## src/rtl/mem_arbiter_pkg.sv

```systemverilog
// Shared definitions for the memory-port arbiter: data width, RISC-V load/store
// access codes and the arbiter FSM encoding.
package mem_arbiter_pkg;

    localparam int XLEN_DEFAULT = 32;

    localparam logic [2:0] F3_B  = 3'b000;
    localparam logic [2:0] F3_H  = 3'b001;
    localparam logic [2:0] F3_W  = 3'b010;
    localparam logic [2:0] F3_BU = 3'b100;
    localparam logic [2:0] F3_HU = 3'b101;

    typedef enum logic [1:0] {
        ST_IDLE    = 2'd0,
        ST_BUSY_IF = 2'd1,
        ST_BUSY_D  = 2'd2,
        ST_RESP    = 2'd3
    } state_e;

    typedef enum logic {
        GNT_IF = 1'b0,
        GNT_D  = 1'b1
    } grant_e;

endpackage

```

## src/rtl/mem_lane_align.sv

```systemverilog
// Byte-lane logic for data accesses: byte enables, store-lane replication,
// load extraction with sign/zero extension, and misalignment detection.
module mem_lane_align
    import mem_arbiter_pkg::*;
#(
    parameter int XLEN = XLEN_DEFAULT
) (
    input  logic [2:0]      funct3_i,
    input  logic [1:0]      addr_lo_i,
    input  logic [XLEN-1:0] wdata_i,
    input  logic [XLEN-1:0] rdata_i,
    output logic [3:0]      be_o,
    output logic [XLEN-1:0] wdata_o,
    output logic [XLEN-1:0] rdata_o,
    output logic            misaligned_o
);

    logic [7:0]  rd_byte;
    logic [15:0] rd_half;

    assign rd_byte = rdata_i[{addr_lo_i, 3'b000} +: 8];
    assign rd_half = rdata_i[{addr_lo_i[1], 4'b0000} +: 16];

    always_comb begin
        // NOTE: every output gets a default before the case, so no path can leave one unassigned and infer a latch.
        be_o         = 4'b1111;
        wdata_o      = wdata_i;
        rdata_o      = rdata_i;
        misaligned_o = 1'b0;
        case (funct3_i)
            F3_B, F3_BU: begin
                be_o    = 4'b0001 << addr_lo_i;
                wdata_o = {(XLEN/8){wdata_i[7:0]}};
                rdata_o = (funct3_i == F3_B) ? {{(XLEN-8){rd_byte[7]}}, rd_byte}
                                             : {{(XLEN-8){1'b0}}, rd_byte};
            end
            F3_H, F3_HU: begin
                be_o         = 4'b0011 << {addr_lo_i[1], 1'b0};
                wdata_o      = {(XLEN/16){wdata_i[15:0]}};
                rdata_o      = (funct3_i == F3_H) ? {{(XLEN-16){rd_half[15]}}, rd_half}
                                                  : {{(XLEN-16){1'b0}}, rd_half};
                misaligned_o = addr_lo_i[0];
            end
            default: misaligned_o = (addr_lo_i != 2'b00);
        endcase
    end

endmodule

```

## src/rtl/mem_arbiter.sv

```systemverilog
// Shares the single external memory port between instruction fetch and the data
// stage: arbitration, req/ack handshake, lane steering, misalignment and timeout.
module mem_arbiter
    import mem_arbiter_pkg::*;
#(
    parameter int XLEN           = XLEN_DEFAULT,
    parameter int FAIR           = 1,
    parameter int TIMEOUT_CYCLES = 255
) (
    input  logic            i_clk,
    input  logic            i_rst_n,
    input  logic            i_if_req,
    input  logic [XLEN-1:0] i_if_addr,
    output logic            o_if_ack,
    output logic [XLEN-1:0] o_if_data,
    input  logic            i_d_req,
    input  logic [XLEN-1:0] i_d_addr,
    input  logic            i_d_we,
    input  logic [2:0]      i_d_funct3,
    input  logic [XLEN-1:0] i_d_wdata,
    output logic            o_d_ack,
    output logic [XLEN-1:0] o_d_rdata,
    output logic            o_d_misaligned,
    output logic            o_mem_req,
    output logic [XLEN-1:0] o_mem_addr,
    output logic            o_mem_we,
    output logic [3:0]      o_mem_be,
    output logic [XLEN-1:0] o_mem_wdata,
    input  logic            i_mem_ack,
    input  logic [XLEN-1:0] i_mem_rdata,
    output logic            o_timeout_err
);

    localparam int CNT_W = (TIMEOUT_CYCLES > 1) ? $clog2(TIMEOUT_CYCLES) : 1;
    localparam logic [CNT_W-1:0] TMO_LAST = CNT_W'((TIMEOUT_CYCLES > 0) ? TIMEOUT_CYCLES - 1 : 0);
    localparam logic [XLEN-1:0]  WORD_MASK = ~XLEN'(3);

    state_e           state_q;
    grant_e           last_gnt_q;
    logic [1:0]       addr_lo_q;
    logic [2:0]       funct3_q;
    logic             we_q;
    logic [CNT_W-1:0] tmo_cnt_q;

    logic             mem_req_q;
    logic [XLEN-1:0]  mem_addr_q;
    logic             mem_we_q;
    logic [3:0]       mem_be_q;
    logic [XLEN-1:0]  mem_wdata_q;
    logic             if_ack_q;
    logic [XLEN-1:0]  if_data_q;
    logic             d_ack_q;
    logic [XLEN-1:0]  d_rdata_q;
    logic             d_mis_q;
    logic             tmo_err_q;

    logic             in_idle;
    logic             grant_d;
    logic             tmo_hit;
    logic [2:0]       al_funct3;
    logic [1:0]       al_addr_lo;
    logic [3:0]       al_be;
    logic [XLEN-1:0]  al_wdata;
    logic [XLEN-1:0]  al_rdata;
    logic             al_mis;

    // The aligner looks at the live request while arbitrating and at the latched fields once granted.
    assign in_idle    = (state_q == ST_IDLE);
    assign al_funct3  = in_idle ? i_d_funct3 : funct3_q;
    assign al_addr_lo = in_idle ? i_d_addr[1:0] : addr_lo_q;

    assign grant_d = i_d_req && !(i_if_req && (FAIR != 0) && (last_gnt_q == GNT_D));
    assign tmo_hit = (TIMEOUT_CYCLES != 0) && (tmo_cnt_q == TMO_LAST);

    mem_lane_align #(.XLEN(XLEN)) u_align (
        .funct3_i     (al_funct3),
        .addr_lo_i    (al_addr_lo),
        .wdata_i      (i_d_wdata),
        .rdata_i      (i_mem_rdata),
        .be_o         (al_be),
        .wdata_o      (al_wdata),
        .rdata_o      (al_rdata),
        .misaligned_o (al_mis)
    );

    // NOTE: asynchronous reset so o_mem_req drops the moment i_rst_n falls, abandoning any bus transaction.
    always_ff @(posedge i_clk or negedge i_rst_n) begin
        if (!i_rst_n) begin
            state_q     <= ST_IDLE;
            last_gnt_q  <= GNT_IF;
            addr_lo_q   <= '0;
            funct3_q    <= '0;
            we_q        <= 1'b0;
            tmo_cnt_q   <= '0;
            mem_req_q   <= 1'b0;
            mem_addr_q  <= '0;
            mem_we_q    <= 1'b0;
            mem_be_q    <= '0;
            mem_wdata_q <= '0;
            if_ack_q    <= 1'b0;
            if_data_q   <= '0;
            d_ack_q     <= 1'b0;
            d_rdata_q   <= '0;
            d_mis_q     <= 1'b0;
            tmo_err_q   <= 1'b0;
        end else begin
            // NOTE: non-blocking assignments throughout, so every register sees pre-edge values of the others.
            if_ack_q  <= 1'b0;
            d_ack_q   <= 1'b0;
            d_mis_q   <= 1'b0;
            tmo_err_q <= 1'b0;
            case (state_q)
                ST_IDLE: begin
                    if (grant_d) begin
                        last_gnt_q <= GNT_D;
                        addr_lo_q  <= i_d_addr[1:0];
                        funct3_q   <= i_d_funct3;
                        we_q       <= i_d_we;
                        if (al_mis) begin
                            state_q   <= ST_RESP;
                            d_ack_q   <= 1'b1;
                            d_mis_q   <= 1'b1;
                            d_rdata_q <= '0;
                        end else begin
                            state_q     <= ST_BUSY_D;
                            tmo_cnt_q   <= '0;
                            mem_req_q   <= 1'b1;
                            mem_addr_q  <= i_d_addr & WORD_MASK;
                            mem_we_q    <= i_d_we;
                            mem_be_q    <= al_be;
                            mem_wdata_q <= i_d_we ? al_wdata : '0;
                        end
                    end else if (i_if_req) begin
                        last_gnt_q  <= GNT_IF;
                        state_q     <= ST_BUSY_IF;
                        tmo_cnt_q   <= '0;
                        mem_req_q   <= 1'b1;
                        mem_addr_q  <= i_if_addr & WORD_MASK;
                        mem_we_q    <= 1'b0;
                        mem_be_q    <= 4'b1111;
                        mem_wdata_q <= '0;
                    end
                end
                ST_BUSY_IF, ST_BUSY_D: begin
                    // An ack on the timeout edge still counts as a normal completion.
                    if (i_mem_ack || tmo_hit) begin
                        state_q   <= ST_RESP;
                        mem_req_q <= 1'b0;
                        tmo_err_q <= !i_mem_ack;
                        if (state_q == ST_BUSY_IF) begin
                            if_ack_q  <= 1'b1;
                            if_data_q <= i_mem_ack ? i_mem_rdata : '0;
                        end else begin
                            d_ack_q   <= 1'b1;
                            d_rdata_q <= (i_mem_ack && !we_q) ? al_rdata : '0;
                        end
                    end else begin
                        tmo_cnt_q <= tmo_cnt_q + CNT_W'(1);
                    end
                end
                ST_RESP: state_q <= ST_IDLE;
            endcase
        end
    end

    assign o_mem_req      = mem_req_q;
    assign o_mem_addr     = mem_addr_q;
    assign o_mem_we       = mem_we_q;
    assign o_mem_be       = mem_be_q;
    assign o_mem_wdata    = mem_wdata_q;
    assign o_if_ack       = if_ack_q;
    assign o_if_data      = if_data_q;
    assign o_d_ack        = d_ack_q;
    assign o_d_rdata      = d_rdata_q;
    assign o_d_misaligned = d_mis_q;
    assign o_timeout_err  = tmo_err_q;

endmodule

```

## config.mk

```make
export PLATFORM = sky130hd
export DESIGN_NAME = mem_arbiter
export DESIGN_NICKNAME = d
export VERILOG_FILES = /design/src/rtl/mem_arbiter_pkg.sv /design/src/rtl/mem_lane_align.sv /design/src/rtl/mem_arbiter.sv
export SDC_FILE = /design/constraint.sdc
export NUM_CORES = 1
export LEC_CHECK = 0
export ABC_AREA = 1
export BUFFER_PORTS_ARGS = -buffer_cell sky130_fd_sc_hd__buf_2
export CAP_MARGIN = 30
export CORE_MARGIN = 2
export CORE_UTILIZATION = 51
export DETAILED_ROUTE_END_ITERATION = 12
export PLACE_DENSITY = 0.78
export SYNTH_ARGS = -nofsm -noshare
export SYNTH_HDL_FRONTEND = slang
export SYNTH_HIERARCHICAL = 1
export SYNTH_SLANG_ARGS = --single-unit
```

## constraint.sdc

```tcl
create_clock -name i_clk -period 3.6 [get_ports i_clk]
set_input_delay 0.72 -clock i_clk [delete_from_list [all_inputs] [get_ports i_clk]]
set_output_delay 0.72 -clock i_clk [all_outputs]
set_load 0.1 [all_outputs]
```

==> PnR_summary.wiki, run 1 <==
{| class="wikitable"
! Metric !! Value
|-
| Status || finished clean
|-
| Launch point of the worst path || state_q[0]
|-
| CTS sink cnt || about 150
|-
| Global Route Usage Sum || approximately 28%
|-
| Library cell occupying the most area in the post-synthesis netlist || sky130_fd_sc_hd__dfrtp_1
|-
| Layout Utilization || ~64%
|-
| Overall die width || approximately 130 microns
|-
| Total wire length || approximately 23000 microns
|-
| Arrival time of the worst setup path || roughly 3.4 ns
|-
| Kind of path behind the tightest hold check || input port to asynchronous set/reset pin
|-
| Number of setup violations in the final report || 0
|-
| R2r endpoint || o_d_rdata[8]
|-
| Syn Std Cell Area || roughly 0.0078 sq mm
|-
| CP Class || register to register
|-
| Count of pins on the block boundary || roughly 280
|-
| Post-synthesis cell count || 998
|-
| Starting DRT DRC Count || 505
|-
| Post-synth ARST share || 100%
|-
| Mapped Avg Cell Area || ~7.8 sq um
|-
| First-pass iteration count of the detailed router || 7
|-
| Hold violation total from the final report || 0
|-
| Setup repair after global routing missed its margin || false
|-
| Syn-to-layout area delta || 24.4%
|-
| Residual DRC || 0
|-
| Clock Skew || 0.00822 ns
|-
| Portion of the post-synthesis area used by sequential elements || between 40% and 50%
|-
| Mux contribution to synthesized area || 0%
|-
| CTS HTree Levels || 4
|-
| Synth Warn # || 6
|-
| Part of the cycle the worst path needs || 84.6%
|-
| Cell with the most instances after synthesis || sky130_fd_sc_hd__nand2_1
|-
| Adder and majority cell fraction of the synthesized area || less than 1%
|-
| Final Net Count || ~1400
|-
| Area share of the leading cell type in the synthesized netlist || approximately half
|-
| Cell Rows || 45
|-
| Vertical extent of the die || ~130 microns
|-
| Wire length of the first global-routing pass || between 30000 and 40000 microns
|-
| Max Transition Viols Final || 0
|-
| Floorplan die area || roughly 0.016 sq mm
|-
| Area contributors post-synth || sky130_fd_sc_hd__dfrtp_1, sky130_fd_sc_hd__nand2_1, sky130_fd_sc_hd__nand3_1, sky130_fd_sc_hd__o21ai_0, sky130_fd_sc_hd__inv_1
|-
| Clk buf depth || 2
|-
| Core outline area || 0.0151 sq mm
|-
| Max Fanout on Critical Path || 64
|-
| Max transition margin || approximately 37%
|-
| Peak clock frequency supported by timing || ~330 MHz
|-
| Launching point of the worst reg2reg path || state_q[0]
|-
| Data required time at the worst endpoint || slightly below 4 ns
|-
| Routability congestion estimate from global placement || between 0.9 and 1
|-
| Mean number of vias per cell || roughly 5.2
|-
| Fraction of layout cells with a size suffix above 1 || slightly below 30%
|-
| Root cell of the clock tree || sky130_fd_sc_hd__clkbuf_16
|-
| Type of origin of the critical path || register
|-
| Number of buffers created by CTS || 17
|-
| Predominant post-synthesis flop cell || sky130_fd_sc_hd__dfrtp_1
|-
| Top cells by count, synth || sky130_fd_sc_hd__nand2_1, sky130_fd_sc_hd__dfrtp_1, sky130_fd_sc_hd__nand3_1
|-
| Clock-pin slew on the worst setup and hold paths || around 0.06 ns
|-
| Worst reg-to-reg path cell count || 9
|-
| CTS tree || yes
|-
| Setup_tns || 0 ns
|-
| Total congestion overflow after global routing || 0
|-
| Detailed-route via count || approximately 7500
|-
| Count of cells resized by post-cts repair || 0
|-
| Maximum number of pins on one net before global-route repair || 66
|-
| Tightest Pin Transition || 0.938 ns
|-
| Average routed wire per standard cell || roughly 16 microns
|-
| Antenna violations before repair || 0
|-
| Clock Latency Late Sink || about 0.42 ns
|-
| #FFs+latches synth || between 150 and 200
|-
| Max-cap viol count || 0
|-
| Number of distinct library cell variants in the gate-level netlist after synthesis || 33
|-
| Number of global-route vias before repair || around 7000
|-
| Half-perimeter wire length of the detailed placement result || 16200 microns
|-
| Total of hold buffers inserted after clock tree synthesis || 0
|-
| EDFF count, synth || 0
|-
| Share of the synthesized area in compound gates (AO/OA/AOI/OAI) || a little over an eighth
|-
| Number of nets still failing antenna checks after routing || 0
|-
| Largest family of logic cells by synthesized area || simple AND/OR/NAND/NOR gates
|-
| Setup slack of the most critical reg-to-reg path || 0.55 ns
|-
| Number of input and output port buffers inserted || 270
|-
| Critical path capture point type || register
|-
| Initial standard-cell utilization of the core || between 50% and 60%
|-
| Number of setup buffers added after CTS || 0
|-
| XOR/XNOR share of the synthesized area || 0%
|-
| Minimum clock period after layout || roughly 3 ns
|-
| Number of diodes || 0
|-
| Synthesized-area fraction occupied by and/or/nand/nor cells || between 20% and 30%
|}
-- worst max-delay path by stage --
| stage | endpoint | depth (start not counted) |
|---|---|---|
| 2_1_floorplan | o_d_rdata[10] | 14 |
| 3_3_place_gp | o_d_rdata[5] | 10 |
| 3_5_place_dp | o_d_rdata[0] | 9 |
| 4_1_cts | o_d_rdata[8] | 9 |
| 5_1_grt | o_d_rdata[8] | 10 |
| 6_report | o_d_rdata[8] | 9 |
-- cells in the final DEF (no fill, tap or decap), types with 4 or more instances in the layout --
cell,synthesis,routed
sky130_fd_sc_hd__nand3_2,4,4
sky130_fd_sc_hd__o21ai_0,51,50
sky130_fd_sc_hd__clkbuf_8,0,4
sky130_fd_sc_hd__ha_1,5,5
sky130_fd_sc_hd__buf_4,14,12
sky130_fd_sc_hd__dfrtp_1,153,153
sky130_fd_sc_hd__a21oi_1,7,7
sky130_fd_sc_hd__inv_1,67,67
sky130_fd_sc_hd__clkbuf_16,0,17
sky130_fd_sc_hd__o22a_1,4,4
sky130_fd_sc_hd__a31oi_1,30,30
sky130_fd_sc_hd__nand2_2,9,9
sky130_fd_sc_hd__o211ai_1,9,9
sky130_fd_sc_hd__nor2_1,41,41
sky130_fd_sc_hd__inv_2,5,5
sky130_fd_sc_hd__nand2_1,378,378
sky130_fd_sc_hd__buf_2,17,269
sky130_fd_sc_hd__o21ai_1,48,48
sky130_fd_sc_hd__nand3_1,81,81
sky130_fd_sc_hd__o21ai_2,23,24
-- sequential cells by signal, summed over array words and instances, names as in the netlist, 3 cells and up --
| signal | flops |
|---|---|
| o_mem_addr | 30 |
| o_if_data | 32 |
| funct3_q | 3 |
| o_mem_wdata | 32 |
| o_d_rdata | 32 |
| tmo_cnt_q | 8 |
| o_mem_be | 4 |
-- metrics by stage --
| step | instance area (sq um) | setup slack (ns) | hold slack, ns | instances |
|---|---|---|---|---|
| 2_1_floorplan | 7820 | 0.874 | 0.424 | 999 |
| 4_1_cts | 9720 | 0.573 | 0.298 | 1434 |
| 6_report | 9720 | 0.554 | 0.278 | 1434 |
| 5_1_grt | 9720 | 0.161 | 0.331 | 1434 |
| 3_3_place_gp | 9120 | 0.723 | 0.455 | 1403 |
| 3_5_place_dp | 9120 | 0.595 | 0.464 | 1403 |
-- cell type report --
cell class,instances,area [sq um]
clock buffer,24,492
inverter,73,274
timing repair buffer,284,1490
tap,188,235
fill,1375,5370
sequential,153,3830
multi-input combinational,705,3290
clock inverter,7,115
-- critical path, stage by stage, from the launching register on --
cell                      delay, ns
sky130_fd_sc_hd__dfrtp_1       0.40
sky130_fd_sc_hd__inv_1         0.06
sky130_fd_sc_hd__ha_1          0.26
sky130_fd_sc_hd__o21ai_0       0.77
sky130_fd_sc_hd__nand2_1       0.11
sky130_fd_sc_hd__a21oi_1       0.26
sky130_fd_sc_hd__o21ai_0       0.13
sky130_fd_sc_hd__a21oi_1       0.22
sky130_fd_sc_hd__nand2_4       0.37
sky130_fd_sc_hd__o21ai_0       0.34
-- logic make-up (layout without fill, tap and decap cells) --
group	count (synthesis)	after routing
AOI/OAI and AO/OA	175	175
adders and majority gates	5	5
buffers and inverters	141	388
DFF	153	153
other	1	2
and+or+nand+nor	523	523
-- routing by layer --
metal  GRT usage (%)  vias to the layer above  part of all wire, %
met3            6.43                       44                  8.2
met5               0                        -                    0
met4            12.1                        0                  2.9
li1                -                     3669                    -
met1            35.7                     3453                   41
met2            45.6                      350                   48
Power of run 1 is not shown: default switching activity piles up to over one toggle a cycle in this logic, so the estimate is an artifact.
==> inputs of run 2 (changes only) <==
==> constraint.sdc (replaced) <==
create_clock -name i_clk -period 2.9 [get_ports i_clk]
set_input_delay 0.58 -clock i_clk [delete_from_list [all_inputs] [get_ports i_clk]]
set_output_delay 0.58 -clock i_clk [all_outputs]
set_load 0.1 [all_outputs]
==> PnR_summary.wiki, run 2 (synthesized netlist as in run 1, its figures left out) <==
{| class="wikitable"
! Metric !! Value
|-
| Status || finished clean (unchanged)
|-
| Setup slack of the most critical reg-to-reg path || 0.29 ns (was 0.55 ns)
|-
| Part of the cycle the worst path needs || 90.0% (was 84.6%)
|-
| Hold violation total from the final report || 0 (unchanged)
|-
| Max Transition Viols Final || 0 (unchanged)
|-
| Clock Skew || 0.00737 ns (was 0.00822 ns)
|-
| Cells along the critical path || inv_1, ha_2, o21ai_0, inv_1, a21oi_1, o21ai_0, a21oi_1, nand2_8, nand2_1, o21ai_0 (was inv_1, ha_1, o21ai_0, nand2_1, a21oi_1, o21ai_0, a21oi_1, nand2_4, o21ai_0)
|-
| Root cell of the clock tree || sky130_fd_sc_hd__clkbuf_16 (unchanged)
|-
| Minimum clock period after layout || 2.61 ns (was 3.05 ns)
|-
| Total buffers and inverters traversed by the critical path || 2 (was 1)
|-
| Fraction of met1 tracks used by global routing || 35.7% (about the same)
|-
| Max Fanout on Critical Path || 64 (unchanged)
|-
| Clock-pin slew on the worst setup and hold paths || 0.06 ns (about the same)
|-
| Cell Rows || 45 (unchanged)
|-
| Kind of path behind the tightest hold check || input port to asynchronous set/reset pin (unchanged)
|-
| Most frequent standard cell in the layout excluding fill and tap cells || sky130_fd_sc_hd__nand2_1 (unchanged)
|-
| Floorplan die area || 0.0163 sq mm (unchanged)
|-
| Global Route Usage Sum || 27.4% (was 27.9%)
|-
| Mean number of vias per cell || 5.24 (about the same)
|-
| Tightest Pin Transition || 0.589 ns (was 0.938 ns)
|-
| Syn-to-layout area delta || 24.6% (was 24.4%)
|-
| Wire length of the first global-routing pass || 35100 microns (was 35500 microns)
|-
| Overall die width || 128 microns (unchanged)
|-
| CTS HTree Levels || 4 (unchanged)
|-
| Max transition margin || 60.7% (was 36.8%)
|-
| Number of global-route vias before repair || 6853 (was 7111)
|-
| CTS tree || yes (unchanged)
|-
| Count of cells resized by post-cts repair || 0 (unchanged)
|-
| Fraction of layout cells with a size suffix above 1 || 29.6% (was 29.1%)
|-
| GR Layer Usage met3 || 6.97% (was 6.43%)
|-
| Vertical extent of the die || 128 microns (unchanged)
|-
| Arrival time of the worst setup path || 2.90 ns (was 3.36 ns)
|-
| Critical path capture point type || register (unchanged)
|-
| Number of buffers created by CTS || 17 (unchanged)
|-
| Half-perimeter wire length of the detailed placement result || 16200 microns (about the same)
|-
| Number of diodes || 0 (unchanged)
|-
| Clock Latency Late Sink || 0.42 ns (about the same)
|-
| Setup_tns || 0 ns (unchanged)
|-
| Starting DRT DRC Count || 534 (was 505)
|-
| Number of input and output port buffers inserted || 270 (unchanged)
|-
| Routability congestion estimate from global placement || 0.908 (was 0.939)
|-
| R2r endpoint || o_d_rdata[8] (unchanged)
|-
| Initial standard-cell utilization of the core || 51.8% (unchanged)
|-
| Type of origin of the critical path || register (unchanged)
|-
| Number of nets still failing antenna checks after routing || 0 (unchanged)
|-
| Layer with the highest usage after global routing || met2 (unchanged)
|-
| CP dominant cell by count || sky130_fd_sc_hd__o21ai_0 (unchanged)
|-
| Maximum number of pins on one net before global-route repair || 66 (unchanged)
|-
| Kind of cell with the highest combined delay on the critical path || compound AO/OA/AOI/OAI gates (unchanged)
|-
| Met2 routing resource usage after global routing || 45.0% (was 45.6%)
|-
| Number of setup violations in the final report || 0 (unchanged)
|-
| Antenna violations before repair || 0 (unchanged)
|-
| Total congestion overflow after global routing || 0 (unchanged)
|-
| Peak clock frequency supported by timing || 383 MHz (was 328 MHz)
|-
| Core outline area || 0.0151 sq mm (unchanged)
|-
| Worst reg-to-reg path cell count || 10 (was 9)
|-
| Number of setup buffers added after CTS || 0 (unchanged)
|-
| Clk buf depth || 2 (unchanged)
|-
| Total of hold buffers inserted after clock tree synthesis || 0 (unchanged)
|-
| CP Class || register to register (unchanged)
|-
| Slowest cell on crit path || sky130_fd_sc_hd__dfrtp_1 (was sky130_fd_sc_hd__o21ai_0)
|-
| Max-cap viol count || 0 (unchanged)
|-
| Detailed-route via count || 7551 (was 7516)
|-
| Count of pins on the block boundary || 275 (unchanged)
|-
| Residual DRC || 0 (unchanged)
|-
| First-pass iteration count of the detailed router || 5 (was 7)
|-
| Data required time at the worst endpoint || 3.19 ns (was 3.92 ns)
|-
| Setup repair after global routing missed its margin || false (unchanged)
|-
| Average routed wire per standard cell || 15.5 microns (was 15.8 microns)
|-
| Most frequent cells in the layout || sky130_fd_sc_hd__nand2_1, sky130_fd_sc_hd__buf_2, sky130_fd_sc_hd__dfrtp_1, sky130_fd_sc_hd__nand3_1, sky130_fd_sc_hd__inv_1 (unchanged)
|-
| Crit path largest cell delay || 0.39 ns (was 0.77 ns)
|-
| Launching point of the worst reg2reg path || state_q[0] (unchanged)
|-
| Total wire length || 22300 microns (was 22700 microns)
|-
| Final Net Count || 1382 (was 1376)
|-
| CTS sink cnt || 153 (unchanged)
|}
[run 2: area by class of cell]
cell class | count | area (sq um)
flip-flops and latches | 153 | 3830
well taps | 188 | 235
repair buffers | 290 | 1550
clock buffers | 21 | 460
fillers | 1373 | 5350
inverters | 73 | 274
clock inverters | 11 | 97.6
multi-input cells | 705 | 3300
[run 2: how the worst max path moves through the flow]
stage | start | end | slack, ns | cells after the start
after floorplan | state_q[0] | o_d_rdata[10] | 0.17 | 14
after global placement | state_q[0] | o_d_rdata[5] | 0.33 | 10
after detailed placement | state_q[0] | o_d_rdata[7] | 0.25 | 10
after CTS | state_q[0] | o_d_rdata[8] | 0.20 | 10
after global routing | state_q[1] | o_d_rdata[9] | 0.12 | 10
final | state_q[0] | o_d_rdata[8] | 0.29 | 10
[run 2: metal layers]
| layer | share of wire [%] | routed length [microns] |
|---|---|---|
| met2 | 48 | 10700 |
| met3 | 8.3 | 1850 |
| met4 | 1.9 | 425 |
| met5 | 0 | 0 |
| met1 | 42 | 9330 |
[run 2: per-stage QoR]
stage	util (%)	instance area (sq um)	hold WS [ns]	setup WS, ns	instances
floorplan	-	7820	0.284	0.174	999
global placement	60.8	9180	0.454	0.332	1409
detailed placement	60.8	9180	0.462	0.247	1409
CTS	64.5	9730	0.0202	0.203	1441
global route	64.6	9740	0.0197	0.120	1441
finish	64.6	9740	0.0244	0.289	1441
[run 2: worst reg2reg max path, delay by kind of cell (launching register included)]
kind | cells | cell delay, ns
AO/OA/AOI/OAI | 5 | 1.17
adder cells (fa/ha/maj) | 1 | 0.25
buffers and inverters | 2 | 0.22
flip-flops | 1 | 0.39
AND/OR/NAND/NOR | 2 | 0.47
Power of run 2 is left out for the same reason.
